[src/rtl/iecdrv_rom_arbiter_if.sv]
// Bus bundle between the shared drive-ROM arbiter, the per-drive CPU ROM buses
// and the shared ROM read port.
interface iecdrv_rom_arbiter_if #(
    parameter int DRIVES = 2,
    parameter int AW     = 15,
    parameter int DW     = 8
);
    logic                 ph2_f;
    logic [DRIVES-1:0]    drv_en;
    logic [DRIVES*AW-1:0] drv_addr;
    logic [DRIVES*DW-1:0] drv_data;
    logic [DRIVES-1:0]    drv_valid;
    logic [AW-1:0]        mem_a;
    logic [DW-1:0]        mem_q;
    logic                 busy;
    logic                 overrun;

    // master: drive CPUs plus the ROM instance; slave: the arbiter itself
    modport master (
        output ph2_f, drv_en, drv_addr, mem_q,
        input  drv_data, drv_valid, mem_a, busy, overrun
    );

    modport slave (
        input  ph2_f, drv_en, drv_addr, mem_q,
        output drv_data, drv_valid, mem_a, busy, overrun
    );
endinterface

[src/rtl/iecdrv_rom_arbiter.sv]
// Time-slot arbiter sharing one synchronous drive-ROM read port among up to
// eight drive CPUs; each ph2_f strobe issues one read per drive slot.
module iecdrv_rom_arbiter #(
    parameter int DRIVES = 2,
    parameter int AW     = 15,
    parameter int DW     = 8,
    parameter int LAT    = 1
) (
    input  logic                clk,
    input  logic                reset,
    iecdrv_rom_arbiter_if.slave bus
);
    localparam int SW = $clog2(DRIVES + 1);
    localparam int IW = (DRIVES > 1) ? $clog2(DRIVES) : 1;
    localparam logic [SW-1:0] SLOT_IDLE = SW'(DRIVES);

    if (DRIVES < 1 || DRIVES > 8 || LAT < 1 || LAT > 3) begin : g_param_check
        $error("iecdrv_rom_arbiter: DRIVES must be 1..8 and LAT 1..3");
    end

    logic [SW-1:0]        r_slot;
    logic [AW-1:0]        r_mem_a;
    logic [LAT:0]         r_vld_p;
    logic [IW-1:0]        r_idx_p [LAT+1];
    logic [DRIVES*DW-1:0] r_drv_data;
    logic [DRIVES-1:0]    r_drv_valid;
    logic                 r_overrun;

    logic [SW-1:0]        w_issue_slot;
    logic [SW-1:0]        w_slot_nxt;
    logic                 w_issue;
    logic [AW-1:0]        w_issue_addr;
    logic [DRIVES-1:0]    w_cap;
    logic                 w_busy;

    // A ph2_f strobe issues slot 0 on the very edge that samples it.
    always_comb begin
        w_issue_slot = bus.ph2_f ? '0 : r_slot;
        w_issue      = (w_issue_slot < SLOT_IDLE);
        w_slot_nxt   = w_issue ? (w_issue_slot + SW'(1)) : r_slot;
        w_issue_addr = r_mem_a;
        for (int i = 0; i < DRIVES; i++) begin
            if (w_issue && (w_issue_slot == SW'(i))) begin
                w_issue_addr = bus.drv_addr[i*AW +: AW];
            end
        end
    end

    always_comb begin
        w_cap = '0;
        for (int i = 0; i < DRIVES; i++) begin
            w_cap[i] = r_vld_p[LAT] && (r_idx_p[LAT] == IW'(i)) && bus.drv_en[i];
        end
    end

    assign w_busy = (r_slot < SLOT_IDLE) || (|r_vld_p);

    always_ff @(posedge clk) begin
        if (reset) begin
            r_slot      <= SLOT_IDLE;
            r_mem_a     <= '0;
            r_vld_p     <= '0;
            for (int k = 0; k <= LAT; k++) begin
                r_idx_p[k] <= '0;
            end
            r_drv_data  <= '0;
            r_drv_valid <= '0;
            r_overrun   <= 1'b0;
        end else begin
            r_slot     <= w_slot_nxt;
            r_mem_a    <= w_issue_addr;
            // stage p0: tag travels alongside the address it was issued with
            r_vld_p[0] <= w_issue;
            r_idx_p[0] <= w_issue_slot[IW-1:0];
            for (int k = 1; k <= LAT; k++) begin
                r_vld_p[k] <= r_vld_p[k-1];
                r_idx_p[k] <= r_idx_p[k-1];
            end
            // stage pLAT: tag lines up with mem_q, capture into the drive slice
            for (int i = 0; i < DRIVES; i++) begin
                if (w_cap[i]) begin
                    r_drv_data[i*DW +: DW] <= bus.mem_q;
                end
            end
            r_drv_valid <= w_cap;
            r_overrun   <= r_overrun | (bus.ph2_f & w_busy);
        end
    end

    assign bus.mem_a     = r_mem_a;
    assign bus.drv_data  = r_drv_data;
    assign bus.drv_valid = r_drv_valid;
    assign bus.busy      = w_busy;
    assign bus.overrun   = r_overrun;

endmodule

[src/flat_wrapper.sv]
// flat-port wrapper written by rule: the top's interface ports become plain ports
module iecdrv_rom_arbiter_flat 
#(
    parameter int DRIVES = 2,
    parameter int AW     = 15,
    parameter int DW     = 8,
    parameter int LAT    = 1
)
  (clk, reset, bus_ph2_f, bus_drv_en, bus_drv_addr, bus_mem_q, bus_drv_data, bus_drv_valid, bus_mem_a, bus_busy, bus_overrun);
  iecdrv_rom_arbiter_if #(.DRIVES(DRIVES), .AW(AW), .DW(DW)) bus_i ();
  input  logic clk;
  input  logic reset;
  input wire logic [$bits(bus_i.ph2_f)-1:0] bus_ph2_f;
  input wire logic [$bits(bus_i.drv_en)-1:0] bus_drv_en;
  input wire logic [$bits(bus_i.drv_addr)-1:0] bus_drv_addr;
  input wire logic [$bits(bus_i.mem_q)-1:0] bus_mem_q;
  output wire logic [$bits(bus_i.drv_data)-1:0] bus_drv_data;
  output wire logic [$bits(bus_i.drv_valid)-1:0] bus_drv_valid;
  output wire logic [$bits(bus_i.mem_a)-1:0] bus_mem_a;
  output wire logic [$bits(bus_i.busy)-1:0] bus_busy;
  output wire logic [$bits(bus_i.overrun)-1:0] bus_overrun;
  assign bus_i.ph2_f = bus_ph2_f;
  assign bus_i.drv_en = bus_drv_en;
  assign bus_i.drv_addr = bus_drv_addr;
  assign bus_i.mem_q = bus_mem_q;
  assign bus_drv_data = bus_i.drv_data;
  assign bus_drv_valid = bus_i.drv_valid;
  assign bus_mem_a = bus_i.mem_a;
  assign bus_busy = bus_i.busy;
  assign bus_overrun = bus_i.overrun;
  iecdrv_rom_arbiter #(.DRIVES(DRIVES), .AW(AW), .DW(DW), .LAT(LAT)) u_core (.clk(clk), .reset(reset), .bus(bus_i));
endmodule
[config.mk]
export PLATFORM = sky130hd
export DESIGN_NAME = iecdrv_rom_arbiter_flat
export DESIGN_NICKNAME = d
export VERILOG_FILES = /design/src/rtl/iecdrv_rom_arbiter_if.sv /design/src/rtl/iecdrv_rom_arbiter.sv /design/src/flat_wrapper.sv
export SDC_FILE = /design/constraint.sdc
export NUM_CORES = 1
export LEC_CHECK = 0
export CORE_ASPECT_RATIO = 0.9
export CORE_UTILIZATION = 40
export DETAILED_ROUTE_END_ITERATION = 16
export HOLD_SLACK_MARGIN = 0.03
export PLACE_DENSITY = 0.87
export SYNTH_ARGS = -nofsm -noshare
export SYNTH_HDL_FRONTEND = slang
export SYNTH_SLANG_ARGS = --single-unit
export TNS_END_PERCENT = 10
[constraint.sdc]
create_clock -name clk -period 3.3 [get_ports clk]
set_input_delay 0.825 -clock clk [delete_from_list [all_inputs] [get_ports clk]]
set_output_delay 0.825 -clock clk [all_outputs]
set_load 0.01 [all_outputs]
After elaboration in Yosys (flattened, before gate mapping)

Memories as Yosys holds them, arrays and structs flattened.
Index checks and enable logic that the tools add are counted.

Memories: 1
Flip-flop bits (word level): 38
Output and inout bits: 35
Input bits: 43
Bits in writable memories: 2

Memories:

| name           | depth | width | rd ports | clocked after Yosys merged registers in | write ports | RTL line                 | RTL |
|---|---|---|---|---|---|---|---|
| u_core.r_idx_p | 2     | 1     | 2        | 0                                       | 2           | iecdrv_rom_arbiter.sv:24 | `logic [IW-1:0] r_idx_p [LAT+1];` |

Equal/unequal tests: 1
Muxes and demuxes: 8
Reductions and logical operators: 10
Bitwise gates (word level): 5
Order comparisons: 2
Add/subtract/negate cells: 1

Operators with widths:

| operator                                       | number |
|---|---|
| two-way mux 15 bit                             | 2 |
| logical AND 1 bit                              | 6 |
| two-way mux 1 bit                              | 5 |
| < comparator 2 bit (second input constant)     | 2 |
| bitwise OR 1 bit                               | 3 |
| adder 2 x 1 -> 2 bit (second input constant)   | 1 |
| == test 2 x 1 -> 1 bit (second input constant) | 1 |
| zero test 2 bit                                | 1 |
| two-way mux 2 bit                              | 1 |
| nonzero test 2 bit                             | 1 |
| OR reduction 2 bit                             | 1 |
| bitwise AND 1 bit                              | 1 |
| logical OR 1 bit                               | 1 |
| NOT 1 bit                                      | 1 |

Logic depth before layout (Yosys ltp)

Gate-level depths: netlist (run 1).

Depth after elaboration: 5
Mapped depth: 9
Mapped depth without buffers: 5

Worst setup path after synthesis (run 1)

Ideal clock, no wire load.

Path type: input port to flip-flop
Start: input bus_ph2_f
End: register u_core.r_mem_a[8] (netlist: u_core.bus.mem_a[8])
Data required time: 3.174 ns
Data arrival time: 2.041 ns
Library setup time: 0.126 ns
Stages: 9
Slack: 1.133 ns
Cells stage by stage: nor2b_1 -> buf_6 -> buf_12 -> inv_2 -> ha_1 -> buf_4 -> buf_6 -> mux2i_1 -> o31ai_4

Cells in the longest elaborated chain, start to end: 4
Elaborated cells on any way between the ends: 8

RTL lines:

| item                                                            | RTL line                 | RTL |
|---|---|---|
| from (decl)                                                     | flat_wrapper.sv:13       | `input wire logic [$bits(bus_i.ph2_f)-1:0] bus_ph2_f;` |
| two-way mux 2 bit *                                             | iecdrv_rom_arbiter.sv:38 | `w_issue_slot = bus.ph2_f ? '0 : r_slot;` |
| < comparator 2 bit *                                            | iecdrv_rom_arbiter.sv:39 | `w_issue = (w_issue_slot < SLOT_IDLE);` |
| net u_core.w_issue                                              | iecdrv_rom_arbiter.sv:31 | `logic w_issue;` |
| logical AND 1 bit                                               | iecdrv_rom_arbiter.sv:43 | `if (w_issue && (w_issue_slot == SW'(i))) begin` |
| two-way mux 15 bit / nonzero test 2 bit (equally long branches) | n/a                      |  |
| to (signal assigned)                                            | iecdrv_rom_arbiter.sv:71 | `r_mem_a <= w_issue_addr;` |
| to (decl)                                                       | iecdrv_rom_arbiter.sv:22 | `logic [AW-1:0] r_mem_a;` |

The timed path passes the listed nets; every way through them passes the cells marked *.
A chain may end at the register's enable or synchronous reset.

Final worst setup path (run 1)

Start: register u_core.r_vld_p[1]
End: output bus_busy

Cells in the longest elaborated chain, start to end: 2

RTL lines:

| item                              | RTL line                 | RTL |
|---|---|---|
| from (decl)                       | iecdrv_rom_arbiter.sv:23 | `logic [LAT:0] r_vld_p;` |
| from (signal, indexed assignment) | iecdrv_rom_arbiter.sv:76 | `r_vld_p[k] <= r_vld_p[k-1];` |
| OR reduction 2 bit                | iecdrv_rom_arbiter.sv:56 | `assign w_busy = (r_slot < SLOT_IDLE) \|\| (\|r_vld_p);` |
| logical OR 1 bit                  | iecdrv_rom_arbiter.sv:56 |  |
| to (decl)                         | flat_wrapper.sv:20       | `output wire logic [$bits(bus_i.busy)-1:0] bus_busy;` |

Every way passes these cells.

==> results.json, run 1 <==
{
  "finalClockSkew_ns": 0.00551,
  "synth_top_cell_area_share_pct": 43.5,
  "synth_edf_count": 0,
  "cp.required_ns": 2.47,
  "grt_util_met3_pct": 3.51,
  "gr-usage-met2_pct": 27.5,
  "power_mw": 1.12,
  "drt_iter0_markers": 36,
  "antenna_left": 0,
  "synthFlopType": "dfxtp_1",
  "start_util_pct": 41.6,
  "setup_viol": 0,
  "root_buffer": "clkbuf_8",
  "tritoncts": "done",
  "final_cell_area_sq_mm": 0.00274,
  "post_layout_nonfiller_instances": 298,
  "final_util_pct": 61.7,
  "status": "finished, final reports clean",
  "cts_hold_buf": 0,
  "row_count": 23,
  "min_path_cells": 1,
  "critPathKind": "reg -> out",
  "r2r_slack_ns": 1.59,
  "ios": 78,
  "worstRegToRegCells": 7,
  "cts_max_level": 2,
  "grt_antenna_before_repair": 0,
  "synth_area_leaders": "dfxtp_1 43%, mux2i_1 17%, nand2b_1 8.5%",
  "die_w_um": 73.5,
  "use_met1_pct": 19.8,
  "post-synth-top-count-cell": "dfxtp_1",
  "dr_total_vias": 1404,
  "grt_pass1_wl_um": 6000,
  "hp-start": "u_core.r_idx_p[0][0]",
  "powerDensity_mw_per_mm2": 408,
  "clkTransAtPathRegs_ns": 0.08,
  "cts_inserted_buffers": 5,
  "grt_pass1_vias": 1343,
  "place_inst": 290,
  "tightestPinTransition_ns": 0.932,
  "coreArea_sq_mm": 0.00443,
  "synth_fp_nets": 205,
  "postSynthAreaPerCell_sq_um": 11.4,
  "timing.final.crit_share_pct": 67.8,
  "hold_path_class": "reg -> reg",
  "ys_warn_count": 0,
  "drc": 0,
  "gp_congestion": 0.693,
  "crit_path_max_fanout": 5,
  "yosys.area.top_type": "dfxtp_1",
  "ys_seq_area_share_pct": 43.5,
  "end_kind": "output pin",
  "hold_viol_final": 0,
  "ir_drop_mv": 0.236,
  "drt-vias-per-instance": 4.71,
  "globalRoute.busiestLayer": "met2",
  "first_pass_iters": 4,
  "arrival_ns": 1.41,
  "placed_area_sq_mm": 0.00262,
  "drive_gt1_share_pct": 10.6,
  "slew_headroom_pct": 37.8,
  "critPathLaunchType": "flop",
  "finalSetupTns_ns": 0,
  "wl_um": 3920,
  "r2r-start": "u_core.r_slot[1]",
  "gr-total-overflow": 0,
  "drv_slew": 0,
  "cap_violations": 0,
  "hpwlAfterDp_um": 2800,
  "hold_path_end": "u_core.r_idx_p[0][1]",
  "r2r-end": "u_core.bus.mem_a[7]",
  "netlist_area_sq_mm": 0.00184,
  "area_growth_pct": 48.5,
  "postSynth.asyncResetShare_pct": 0,
  "wl_per_cell_um": 13.2,
  "synth_cell_types": 28,
  "n_antenna_cell": 0,
  "clock_latency_ns": 0.29,
  "final_net_count": 279,
  "synthCells": 161,
  "io_buffer_count": 77,
  "rsz0062_at_grt": "no",
  "cts.sinks": 40,
  "fmax_mhz": 447,
  "final.min_clock_period_ns": 2.24,
  "n_fill_cell": 398,
  "ctsResizeCount": 0,
  "clockBufferDepth": 2,
  "cts_setup_buffers": 0,
  "yosys-top-cells-count": "40 x dfxtp_1, 31 x mux2i_1, 25 x nand2b_1, 13 x nand4bb_1, 7 x o31ai_1",
  "synth-seq-cells": 40,
  "leakage_nw": 1.01,
  "dieHeight_um": 66.4,
  "grt_max_degree": 62,
  "die_area_sq_mm": 0.00488,
  "track_usage_pct": 16.2
}
==> metal layers <==
layer | up-vias | part of all wire (%)
met5 | - | 0
met4 | 0 | 0.99
met3 | 4 | 5.0
met2 | 39 | 49
met1 | 639 | 45
li1 | 722 | -
==> how the worst max path moves through the flow <==
stage                     depth (start not counted)         startpoint  slack (ns)             endpoint
after global placement                            7          bus_ph2_f        0.91  u_core.bus.mem_a[7]
after CTS                                         3  u_core.r_vld_p[1]        1.05             bus_busy
final                                             3  u_core.r_vld_p[1]        1.06             bus_busy
after global routing                              3  u_core.r_vld_p[1]         1.0             bus_busy
after detailed placement                          6          bus_ph2_f        0.82  u_core.bus.mem_a[7]
after floorplan                                   9          bus_ph2_f        1.13  u_core.bus.mem_a[8]
==> cells by family (layout without fill, tap and decap cells) <==
kind of cell / after synthesis / in the layout / synth area share (%)
xor+xnor: 1 / 1 / 0.476
mux: 31 / 31 / 16.8
compound gates: 17 / 17 / 10.1
buf+inv: 17 / 92 / 5.71
simple gates: 54 / 54 / 22.7
flops: 40 / 40 / 43.5
fa+ha+maj: 1 / 1 / 0.679
==> critical path, stage by stage, from the launching register on <==
cell	delay, ns
dfxtp_1	0.36
nor3b_2	0.23
inv_1	0.06
clkdlybuf4s50_1	0.48
==> report_power, final <==
| group | switching [mW] | internal, mW | total [mW] |
|---|---|---|---|
| combinational | 0.0794 | 0.124 | 0.204 |
| clock | 0.170 | 0.224 | 0.393 |
| sequential | 0.0130 | 0.507 | 0.520 |
| total | 0.262 | 0.855 | 1.12 |
==> final cells by class <==
| class | count | area (sq um) | share of cell area [%] |
|---|---|---|---|
| inverter | 3 | 11.3 | 0.412 |
| clock buffer | 5 | 68.8 | 2.52 |
| clock inverter | 3 | 42.5 | 1.56 |
| tap | 62 | 77.6 | 2.84 |
| timing repair buffer | 81 | 796 | 29.1 |
| sequential | 40 | 801 | 29.3 |
| multi-input combinational | 104 | 938 | 34.3 |
==> placed cells by master, fill, tap and decap left out, drive strengths merged, types with 2 or more instances in the layout <==
cell           instances
clkdlybuf4s50         76
mux2i                 31
o31ai                 15
buf                    5
nand2b                25
clkbuf                 5
nand4bb               13
nand3                  2
dfxtp                 40
nor2b                  4
or4bb                  2
inv                    3
nor2                   3
==> state kept, by name (all words and copies together) (netlist names) <==
register,flops
u_core.bus.mem_a,15
u_core.r_vld_p,2
u_core.bus.drv_data,16
u_core.bus.drv_valid,2
u_core.bus.overrun,1
u_core.r_idx_p,2
u_core.r_slot,2
==> per-stage QoR <==
stage	worst slack (ns)	hold slack (ns)
after CTS	1.05	0.457
after global routing	0.995	0.468
after detailed placement	0.825	0.437
after floorplan	1.13	0.414
final	1.06	0.446
after global placement	0.909	0.446
(Power assumes the default switching activity.)
==> inputs of run 2 (changes only) <==
--- a/config.mk
+++ b/config.mk
@@ -6,7 +6,7 @@
 export NUM_CORES = 1
 export LEC_CHECK = 0
 export CORE_ASPECT_RATIO = 0.9
-export CORE_UTILIZATION = 40
+export CORE_UTILIZATION = 38
 export DETAILED_ROUTE_END_ITERATION = 16
 export HOLD_SLACK_MARGIN = 0.03
 export PLACE_DENSITY = 0.87
==> constraint.sdc (replaced) <==
create_clock -name clk -period 1.9 [get_ports clk]
set_input_delay 0.475 -clock clk [delete_from_list [all_inputs] [get_ports clk]]
set_output_delay 0.475 -clock clk [all_outputs]
set_load 0.01 [all_outputs]
==> results.json, run 2 (synthesis results as in run 1) <==
{
  "power_mw": 1.82,
  "drv_slew": 0,
  "clkTransAtPathRegs_ns": 0.08,
  "setup_viol": 0,
  "gp_congestion": 0.740,
  "hpwlAfterDp_um": 2940,
  "crit_path_max_fanout": 7,
  "drc": 0,
  "rsz0062_at_grt": "no",
  "start_util_pct": 40.5,
  "row_count": 23,
  "clock_latency_ns": 0.28,
  "finalClockSkew_ns": 0.00595,
  "worstRegToRegCells": 7,
  "tritoncts": "done",
  "clockBufferDepth": 2,
  "tightestPinTransition_ns": 0.390,
  "ios": 78,
  "grt_antenna_before_repair": 0,
  "root_buffer": "clkbuf_8",
  "place_inst": 295,
  "worstPathCellList": "clkdlybuf4s50_1, nor2b_1, ha_1, buf_12, mux2i_1, o31ai_4",
  "cp.required_ns": 2.07,
  "hold_viol_final": 0,
  "critPathKind": "in -> reg",
  "largest_reg_flops": 16,
  "r2r-end": "u_core.bus.mem_a[7]",
  "slowest_delay_ns": 0.47,
  "final_common_cell": "clkdlybuf4s50_1",
  "fmax_mhz": 578,
  "coreArea_sq_mm": 0.00455,
  "wl_um": 3910,
  "n_antenna_cell": 0,
  "grt_pass1_wl_um": 6270,
  "drt-vias-per-instance": 4.82,
  "gr-total-overflow": 0,
  "final_net_count": 284,
  "cp-startpoint": "bus_ph2_f",
  "end_kind": "flop",
  "drt_iter0_markers": 52,
  "area_growth_pct": 50.7,
  "hold_ws_ns": 0.461,
  "status": "finished, final reports clean",
  "post_layout_nonfiller_instances": 303,
  "final.min_clock_period_ns": 1.73,
  "multi_input_area_sq_um": 938,
  "r2r_slack_ns": 0.26,
  "timing.final.crit_share_pct": 91.0,
  "critPathSlowestCell": "clkdlybuf4s50_1",
  "antenna_left": 0,
  "cts.sinks": 40,
  "ir_drop_mv": 0.426,
  "first_pass_iters": 4,
  "finalSetupTns_ns": 0,
  "drive_gt1_share_pct": 12.4,
  "arrival_ns": 1.90,
  "grt_max_degree": 35,
  "final_cell_area_sq_mm": 0.00278,
  "placed_area_sq_mm": 0.00269,
  "dieHeight_um": 68.0,
  "powerDensity_mw_per_mm2": 654,
  "io_buffer_count": 77,
  "r2r-start": "u_core.r_slot[1]",
  "track_usage_pct": 16.2,
  "layout_common_cells": "75 x clkdlybuf4s50_1, 40 x dfxtp_1, 31 x mux2i_1",
  "grt_pass1_vias": 1464,
  "cap_violations": 0,
  "cts_inserted_buffers": 5,
  "hold_path_class": "reg -> reg",
  "wl_per_cell_um": 12.9,
  "cp-endpoint": "u_core.bus.mem_a[7]",
  "die_w_um": 75.4,
  "leakage_nw": 1.05,
  "cts_max_level": 2,
  "die_area_sq_mm": 0.00513,
  "slew_headroom_pct": 74.0,
  "seqCellArea_sq_um": 801,
  "critPathLaunchType": "primary input",
  "dr_total_vias": 1461,
  "n_fill_cell": 414
}
-- run 2: changes by cell type in the layout (fill, tap and decap cells not counted) --
cell,change
clkinv_2,+1
clkinvlp_4,-1
dlymetal6s2s_1,+1
clkdlybuf4s50_1,-1
bufinv_16,-1
clkinv_4,+1
buf_4,+3
buf_12,+2
-- run 2: layout make-up --
cell class | count | area share (%)
multi-input combinational | 104 | 33.8
timing repair buffer | 86 | 31.0
sequential | 40 | 28.8
tap | 62 | 2.79
clock buffer | 5 | 2.48
clock inverter | 3 | 0.676
inverter | 3 | 0.406
-- run 2: routing by layer --
metal,share of wire (%),track usage [%]
met1,44,19.0
met2,50,28.7
met3,5.0,3.53
met4,1.3,6.25
met5,0,0
-- run 2: power breakdown --
group | switching (mW) | internal, mW
Sequential | 0.0236 | 0.881
Combinational | 0.139 | 0.227
Clock | 0.288 | 0.256
-- run 2: metrics by stage --
| step | setup slack, ns | utilization [%] |
|---|---|---|
| floorplan | 0.0830 | - |
| global placement | -0.0659 | 59.1 |
| detailed placement | -0.148 | 59.1 |
| CTS | 0.00391 | 61.0 |
| global route | 0.0581 | 61.1 |
| finish | 0.170 | 61.1 |
-- run 2: worst min-delay path by stage --
stage | cells past startpoint | from | to
2_1_floorplan | 1 | u_core.r_idx_p[0][0] | u_core.r_idx_p[0][1]
3_3_place_gp | 1 | u_core.r_idx_p[0][0] | u_core.r_idx_p[0][1]
3_5_place_dp | 1 | u_core.r_idx_p[0][0] | u_core.r_idx_p[0][1]
4_1_cts | 1 | u_core.r_idx_p[0][0] | u_core.r_idx_p[0][1]
5_1_grt | 1 | u_core.r_idx_p[0][0] | u_core.r_idx_p[0][1]
6_report | 1 | u_core.r_idx_p[0][0] | u_core.r_idx_p[0][1]
-- run 2: critical path, delay by kind of cell --
family	cells	cell delay (ns)
multiplexers	1	0.28
AO/OA/AOI/OAI	1	0.07
buffers and inverters	2	0.63
AND/OR/NAND/NOR	1	0.17
adder cells (fa/ha/maj)	1	0.27
-- run 2: repair_timing --
action | in CTS | in global routing
gates resized for setup | 0 | 1
hold buffers | 0 | 0
endpoints found under the setup margin | 0 | 1
setup buffers | 0 | 0
